**src/rtl/hazard_ctrl.sv**
```systemverilog
// Pipeline hazard controller: register-dependency stalls plus mult/div busy tracking.
// Optional STALL_CNT_EN adds a saturating 32-bit StallCnt output.
module hazard_ctrl (
  input  logic       clk,
  input  logic       reset,
  input  logic [4:0] A1D,
  input  logic [4:0] A2D,
  input  logic [1:0] TuseRsD,
  input  logic [1:0] TuseRtD,
  input  logic [4:0] A3E,
  input  logic [4:0] A3M,
  input  logic       RegWriteE,
  input  logic       RegWriteM,
  input  logic [1:0] TnewE,
  input  logic [1:0] TnewM,
  input  logic       MdStartE,
  input  logic       MdTypeE,
  input  logic       MdUseD,
  output logic       StallF,
  output logic       StallD,
  output logic       FlushE,
  output logic       BusyMD
`ifdef STALL_CNT_EN
  ,
  output logic [31:0] StallCnt
`endif
);

  logic [3:0] r_md_cnt;
  logic       w_md_active;
  logic       w_stall_rs;
  logic       w_stall_rt;
  logic       w_stall_md;
  logic       w_stall;

  assign w_md_active = (r_md_cnt != '0);

  // A start while the counter is running is ignored; the countdown simply continues.
  always_ff @(posedge clk or posedge reset) begin
    if (reset) begin
      r_md_cnt <= '0;
    end else if (w_md_active) begin
      r_md_cnt <= r_md_cnt - 4'd1;
    end else if (MdStartE) begin
      r_md_cnt <= MdTypeE ? 4'd10 : 4'd5;
    end
  end

  always_comb begin
    w_stall_rs = (A1D != '0) &&
                 (((TuseRsD < TnewE) && RegWriteE && (A3E == A1D)) ||
                  ((TuseRsD < TnewM) && RegWriteM && (A3M == A1D)));
    w_stall_rt = (A2D != '0) &&
                 (((TuseRtD < TnewE) && RegWriteE && (A3E == A2D)) ||
                  ((TuseRtD < TnewM) && RegWriteM && (A3M == A2D)));
  end

  // Reset masks every output so nothing downstream sees a stall or busy while held.
  assign BusyMD     = ~reset & (MdStartE | w_md_active);
  assign w_stall_md = MdUseD & BusyMD;
  assign w_stall    = ~reset & (w_stall_rs | w_stall_rt | w_stall_md);

  assign StallF = w_stall;
  assign StallD = w_stall;
  assign FlushE = w_stall;

`ifdef STALL_CNT_EN
  logic [31:0] r_stall_cnt;

  always_ff @(posedge clk or posedge reset) begin
    if (reset) begin
      r_stall_cnt <= '0;
    end else if (w_stall && (r_stall_cnt != '1)) begin
      r_stall_cnt <= r_stall_cnt + 32'd1;
    end
  end

  assign StallCnt = r_stall_cnt;
`endif

endmodule

```
**config.mk**
```make
export PLATFORM = sky130hd
export DESIGN_NAME = hazard_ctrl
export DESIGN_NICKNAME = d
export VERILOG_FILES = /design/src/rtl/hazard_ctrl.sv
export SDC_FILE = /design/constraint.sdc
export NUM_CORES = 1
export LEC_CHECK = 0
export CORE_MARGIN = 3
export CORE_UTILIZATION = 39
export DETAILED_ROUTE_END_ITERATION = 16
export PLACE_DENSITY_LB_ADDON = 0.3
export SETUP_SLACK_MARGIN = 0.05
export SLEW_MARGIN = 20
export SYNTH_ARGS = -nofsm -noshare
export SYNTH_HDL_FRONTEND = slang
export SYNTH_SLANG_ARGS = --single-unit
export TNS_END_PERCENT = 50
```
**constraint.sdc**
```tcl
create_clock -name clk -period 5.6 [get_ports clk]
set_clock_uncertainty 0.1 [all_clocks]
set_input_delay 1.12 -clock clk [delete_from_list [all_inputs] [get_ports clk]]
set_output_delay 1.12 -clock clk [all_outputs]
set_load 0.05 [all_outputs]
```
=== Word level (Yosys, flattened, before mapping) ===
Cells that the tools add are included.

* Register bits: 4
* Bits of input ports: 35
* Output and inout bits: 4
* Word-level logic and storage cells: 36

* Add/sub/neg operators: 1
* Order comparisons: 4
* Equality and inequality tests: 4
* Multiplexer cells: 3
* Bitwise operators: 7
* Reduce and logical (&&, ||, !) cells: 16

{| class="wikitable"
|+ Operator list
! operator !! number
|-
| $eq A5 B5 Y1 || 4
|-
| $mux W4 || 3
|-
| $logic_and A1 B1 Y1 || 10
|-
| $reduce_bool A5 Y1 || 2
|-
| $lt A2 B2 Y1 || 4
|-
| $reduce_bool A4 Y1 || 1
|-
| $sub A4 B1 Y4 const B || 1
|-
| $and A1 B1 Y1 || 3
|-
| $or A1 B1 Y1 || 3
|-
| $logic_or A1 B1 Y1 || 2
|-
| $reduce_bool A2 Y1 || 1
|-
| $not A1 Y1 || 1
|}

=== Depth between registers and ports, before layout ===
Gate-level depths: netlist of the first run.

* Depth in word-level cells: 8
* Mapped depth: 8
* Gate-level depth less buffers: 7

=== Worst setup path after synthesis of the first run ===
OpenSTA, ideal clock, no wires.

* Path kind: in2out
* From: input port MdStartE
* To: output port StallD
* Data arrival time: 2753 ps
* Data required time: 4380 ps
* Path slack: 1627 ps
* Cell stages on the path: 4
* Buffers on the path: 1
* Path through: nor2_1 > nor2_1 > a221o_1 > buf_4

* Longest elaborated chain between the ends: 5

{| class="wikitable"
|+ Ends and longest elaborated chain
! item !! line !! text
|-
| from (decl) || 16 || <nowiki>input logic MdStartE,</nowiki>
|-
| $or A1 B1 Y1 || 59 || <nowiki>assign BusyMD = ~reset & (MdStartE | w_md_active);</nowiki>
|-
| $and A1 B1 Y1 || 59 ||
|-
| net BusyMD || 22 || <nowiki>output logic BusyMD</nowiki>
|-
| $and A1 B1 Y1 || 60 || <nowiki>assign w_stall_md = MdUseD & BusyMD;</nowiki>
|-
| $or A1 B1 Y1 || 61 || <nowiki>assign w_stall = ~reset & (w_stall_rs | w_stall_rt | w_stall_md);</nowiki>
|-
| $and A1 B1 Y1 || 61 ||
|-
| to (decl) || 20 || <nowiki>output logic StallD,</nowiki>
|}

The timed path passes the listed nets, and every way through them passes these cells.

=== Final worst setup path of the first run ===
* From: input port TnewE[1]
* To: output port StallF

* Longest elaborated chain between the ends: 8
* Elaborated cells between the ends (all ways): 13
* Those cells by class: order compare: 2; bitwise: 3; reduce/logical: 8

{| class="wikitable"
|+ Ends and longest elaborated chain
! item !! line !! text
|-
| from (decl) || 14 || <nowiki>input logic [1:0] TnewE,</nowiki>
|-
| $lt A2 B2 Y1, on equally long branches || 51, 54 ||
|-
| $logic_and A1 B1 Y1, on equally long branches (2 in a row) || 51, 54 ||
|-
| $logic_or A1 B1 Y1, on equally long branches || 51, 54 ||
|-
| $logic_and A1 B1 Y1, on equally long branches || 50, 53 ||
|-
| $or A1 B1 Y1 (*) (2 in a row) || 61 ||
|-
| $and A1 B1 Y1 (*) || 61 ||
|-
| to (decl) || 19 || <nowiki>output logic StallF,</nowiki>
|}

Every way passes the cells marked *; elsewhere a longest branch is shown, timed or not.

==> impl_results.md, run 1 <==
* Cts repair resizes at 0
* Hold buffers post-CTS at 0
* Worst-path clk slew at roughly 0.040 ns
* Sink Count at 4
* DR pass1 iterations at 6
* Residual DRC at 0
* Synth warn at 0
* CTS tree: yes
* DR WL/cell at 13.9 µm
* Status: complete, no violations
* Share of cells above drive strength 1 at under 10%
* F_max at between 200 and 250 MHz
* Post-Synth Adder-Cell Area at 12.0%
* Layout area overhead at 65.1%
* Hold Vio Cnt, Final at 0
* I/O pin total at 39
* Slew margin rel. at about 66%
* Critical path arrival at 3.50 ns
* Largest family of logic cells by synthesized area: XOR/XNOR gates
* Post-route clock period utilization at a little over four fifths
* Critical Path RT at roughly 4.4 ns
* Largest regs: r_md_cnt (4)
* Initial Utilization at between 40% and 50%
* Cell Area, Synth at ~620 µm²
* CTS Buffer Depth at 2
* Pin count of the biggest net entering global routing at 7
* Setup CP Type: input port to output pin
* Slew Limit Fails at 0
* Power Density at between 200 and 250 nW/µm²
* WHS at 0.414 ns
* CP dominant cell by count: clkdlybuf4s50_1
* Final count of negative-setup-slack endpoints at 0
* Setup TNS at 0 ns
* Placement row count at 13
* Post-synthesis mux area share at 0%
* Worst-Margin Slew at between 0.5 and 0.6 ns
* Number of global-route vias before repair at a little under 700
* Synth Area in Compound Gates at 16.8%
* Leak at 0.000428 µW
* Via Count at a little over 700
* Most flop-heavy register: r_md_cnt
* Unrepaired setup endpoints after global routing: no
* Routability cong. at around 0.9
* Worst Hold Class: register to register
* Clock Latency Late Sink at between 0.2 and 0.25 ns
* CP startpoint kind: input port
* IO buf count at 38
* Crit-path max FO at 3
* Synthesized area per cell at 7.71 µm²
* Routed Wire Length at about 1900 µm
* Max reg flops at 4
* Drt via density at roughly 5.4
* # diodes at 0
* Crit path largest cell delay at 0.82 ns
* Die area at ~2100 µm²
* H-tree depth at 1
* XOR/XNOR Fraction of Synth Area at 29.5%
* Syn Nets at roughly 120
* Tmin final at ~4.7 ns
* Post-CTS setup buffer count at 0
* Iter 0 DRT Violations at 15
* Final nets at 163
* Total of max-cap violations at 0
* CTS buffer count at 3
* Gr ovfl total at 0
* Slowest cell on crit path: clkdlybuf4s50_1
* Antenna viol nets, final at 0
* First-pass GRT wire length at a little under 3000 µm
* Simple-gate share of the synthesized area at a little under a fifth
* Die Height at 46.0 µm
* Register area share after synthesis at 16.0%
* Syn Inst Count at about 80
* Core area at approximately 1400 µm²
* Clock Tree Root: clkbuf_4
* Initial antenna violation count at 0
* Cells along the critical path: clkdlybuf4s50_1, inv_1, ha_1, nand2b_1, nor4_1, nand4_1, a21oi_1, a221o_1, clkdlybuf4s50_1
* Dpl hpwl at 1590 µm
* GR Util All Layers at between 10% and 20%
* Crit. End Element: output pin
* Die X at 46.0 µm
* Synth cell types at 23
* Flops & latches, synth at 4
* VDD IR max at between 0.15 and 0.2 mV
==> stage by stage <==
step	setup WS [ns]	instances	power [µW]	utilization [%]	instance area [µm²]
floorplan	1.63	81	141	-	624
global placement	0.888	132	187	72.1	1010
detailed placement	0.874	132	190	72.1	1010
CTS	0.874	135	231	73.7	1030
global route	0.628	135	248	73.7	1030
finish	0.882	135	228	73.7	1030
==> Yosys cell counts, drive strengths merged <==
library cell	n	area, µm²
xor2	11	96.3
xnor2	10	87.6
inv	8	30.0
o21ai	8	40.0
ha	6	75.1
a21oi	5	25.0
nor2	5	18.8
dfrtp	4	100
nand2	4	15.0
nand2b	3	18.8
nand4	3	18.8
nor4	3	18.8
buf	2	15.0
a221o	1	10.0
nand3	1	5.00
nand3b	1	7.51
nor3	1	5.00
o21a	1	7.51
o22ai	1	6.26
o31ai	1	7.51
o41ai	1	8.76
or4	1	7.51
==> critical path, delay by kind of cell <==
kind                     cells  cell delay (ns)
adder cells (fa/ha/maj)      1             0.17
buffers and inverters        3             1.33
AND/OR/NAND/NOR              3             0.55
AO/OA/AOI/OAI                2             0.34
==> per-layer routing <==
metal,routed length (µm),GRT usage (%)
met1,860,27.5
met4,34,6.82
met2,792,29.4
met3,188,3.56
met5,0,0
==> final timing paths <==
path	from	end	slack, ns	cells after the start
max	TnewE[1]	StallF	0.88	9
min	r_md_cnt[3]$_DFFE_PP0N_	r_md_cnt[3]$_DFFE_PP0N_	0.41	1
max reg2reg	r_md_cnt[0]$_DFFE_PP0N_	r_md_cnt[0]$_DFFE_PP0N_	4.20	5
min reg2reg	r_md_cnt[3]$_DFFE_PP0N_	r_md_cnt[3]$_DFFE_PP0N_	0.41	1
max in group asynchronous	reset	r_md_cnt[0]$_DFFE_PP0N_	4.17	2
min in group asynchronous	reset	r_md_cnt[3]$_DFFE_PP0N_	1.06	2
==> layout make-up <==
cell class / count / area [µm²]
Tap cell: 15 / 18.8
Sequential cell: 4 / 100
Timing Repair Buffer: 38 / 380
Multi-Input combinational cell: 67 / 479
Inverter: 8 / 30.0
Fill cell: 106 / 368
Clock buffer: 3 / 22.5
==> cell usage in the layout (no fill, tap or decap) <==
cell / netlist / final
a21oi_1: 5 / 5
a221o_1: 1 / 1
clkbuf_4: 0 / 3
clkdlybuf4s50_1: 0 / 38
dfrtp_1: 4 / 4
ha_1: 6 / 6
inv_1: 8 / 8
nand2_1: 4 / 4
nand2b_1: 3 / 3
nand3_1: 1 / 1
nand3b_1: 1 / 1
nand4_1: 3 / 3
nor2_1: 5 / 5
nor3_1: 1 / 1
nor4_1: 3 / 3
o21a_1: 1 / 1
o21ai_0: 7 / 7
o21ai_1: 1 / 1
o22ai_1: 1 / 1
o31ai_1: 1 / 1
o41ai_1: 1 / 1
or4_1: 1 / 1
xnor2_1: 10 / 10
xor2_1: 11 / 11
==> where the power goes <==
group | total [µW] | switching, µW | internal (µW)
Combinational | 129 | 62.1 | 67.1
Clock | 36.2 | 12.2 | 24.0
Sequential | 63.0 | 17.6 | 45.4
==> kinds of logic after synthesis <==
logic type / count (synthesis)
compound gates: 18
fa+ha+maj: 6
simple gates: 22
buf+inv: 10
flops: 4
xor+xnor: 21
Power figures use the tool's default switching activity.
==> run 2, diff against run 1 <==
--- a/config.mk
+++ b/config.mk
@@ -6,7 +6,7 @@
 export NUM_CORES = 1
 export LEC_CHECK = 0
 export CORE_MARGIN = 3
-export CORE_UTILIZATION = 39
+export CORE_UTILIZATION = 32
 export DETAILED_ROUTE_END_ITERATION = 16
 export PLACE_DENSITY_LB_ADDON = 0.3
 export SETUP_SLACK_MARGIN = 0.05
==> constraint.sdc (replaced) <==
create_clock -name clk -period 3.8 [get_ports clk]
set_clock_uncertainty 0.1 [all_clocks]
set_input_delay 0.76 -clock clk [delete_from_list [all_inputs] [get_ports clk]]
set_output_delay 0.76 -clock clk [all_outputs]
set_load 0.05 [all_outputs]
==> impl_results.md, run 2 (synthesis results as in run 1) <==
* Status: complete, no violations
* Crit. End Element: output pin
* Cts repair resizes at 0
* Leak at between 0.0004 and 0.0005 µW
* Post-CTS setup buffer count at 0
* Most flop-heavy register: r_md_cnt
* DR pass1 iterations at 2
* Gr ovfl total at 0
* Critical Path RT at around 2.9 ns
* Placement row count at 15
* Non-filler cells, final at between 100 and 150
* Initial antenna violation count at 0
* Crit-path max FO at 3
* Slew Limit Fails at 0
* Residual DRC at 0
* Routed Wire Length at approximately 1800 µm
* Clock Tree Root: clkbuf_4
* CTS tree: yes
* CTS buffer count at 3
* Largest regs: r_md_cnt (4)
* Cell area after layout at roughly 1100 µm²
* Pin count of the biggest net entering global routing at 7
* DP Cell Count at around 140
* Critical path arrival at roughly 2.7 ns
* First-pass GRT wire length at around 3100 µm
* Tmin final at between 3 and 4 ns
* Via Count at between 600 and 700
* Layout area overhead at 71.9%
* Worst Hold Class: register to register
* Commonest cells after routing, fill and taps aside: clkdlybuf4s50_1, xor2_1, xnor2_1, inv_1, o21ai_0
* Drt via density at between 4 and 5
* Final count of negative-setup-slack endpoints at 0
* Die area at between 2000 and 3000 µm²
* VDD IR max at roughly 0.35 mV
* Power Density at between 300 and 400 nW/µm²
* Max reg flops at 4
* DR WL/cell at around 12 µm
* Die X at 50.2 µm
* H-tree depth at 1
* Initial Utilization at roughly a third
* Worst-path clk slew at approximately 0.04 ns
* # diodes at 0
* Post-route setup slack at ~0.24 ns
* Hold buffers post-CTS at 0
* Unrepaired setup endpoints after global routing: no
* Antenna viol nets, final at 0
* Routability cong. at 0.821
* Share of cells above drive strength 1 at 5.00%
* Setup CP Type: input port to output pin
* Die Height at approximately 50 µm
* Overall power at around 340 µW
* Total of max-cap violations at 0
* Final nets at around 160
* F_max at approximately 280 MHz
* Post-Place Worst Slack at roughly 0.26 ns
* Slew margin rel. at 67.3%
* CTS Buffer Depth at 2
* Dpl hpwl at 1580 µm
* Iter 0 DRT Violations at 11
* GR Util All Layers at between 15 and 20%
* CP startpoint kind: input port
* I/O pin total at 39
* Hold Vio Cnt, Final at 0
* Number of global-route vias before repair at 731
* Core area at about 1800 µm²
* Sink Count at 4
* Post-Place Cell Area at about 1100 µm²
* Clock Latency Late Sink at 0.24 ns
* Leading cell type in the layout, fill and taps excluded: clkdlybuf4s50_1
* Post-route clock period utilization at about 94%
* Setup TNS at 0 ns
* IO buf count at 38
* Worst-Margin Slew at 0.490 ns
-- run 2: cell type report --
type                       count  area (µm²)
inverter                       8        30.0
multi-input combinational     67         479
timing repair buffer          38         410
tap                           25        31.3
clock buffer                   3        22.5
sequential                     4         100
fill                         159         709
-- run 2: worst max-delay path, cell delays in order --
cell	delay, ns
clkdlybuf4s50_1	0.45
inv_1	0.05
ha_1	0.16
nand2b_1	0.14
nor4_1	0.33
nand4_1	0.15
a21oi_1	0.17
a221o_1	0.31
buf_12	0.18
-- run 2: where the power goes --
part / internal (µW) / total (µW) / switching [µW]
clock network: 35.3 / 52.4 / 17.1
registers: 66.9 / 90.2 / 23.3
logic: 106 / 198 / 92.2
-- run 2: final timing paths --
path	startpoint	endpoint	slack, ns	cells after the start
min in group asynchronous	reset	r_md_cnt[2]$_DFFE_PP0N_	0.67	2
worst max register to register	r_md_cnt[0]$_DFFE_PP0N_	r_md_cnt[0]$_DFFE_PP0N_	2.44	5
worst max-delay path	TnewE[1]	FlushE	0.24	9
max in group asynchronous	reset	r_md_cnt[1]$_DFFE_PP0N_	2.77	2
worst min-delay path	r_md_cnt[3]$_DFFE_PP0N_	r_md_cnt[3]$_DFFE_PP0N_	0.40	1
worst min register to register	r_md_cnt[3]$_DFFE_PP0N_	r_md_cnt[3]$_DFFE_PP0N_	0.40	1
-- run 2: per-stage QoR --
stage	utilization, %	hold WS [ns]
finish	60.2	0.402
global route	60.2	0.431
CTS	60.2	0.405
detailed placement	58.9	0.399
global placement	58.9	0.377
floorplan	-	0.358
-- run 2: layer usage --
metal	track usage, %	part of all wire (%)	routed length (µm)
met1	19.9	44	793
met2	25.0	44	789
met5	0	0	0
met4	5.07	1.5	27
met3	6.82	9.7	173
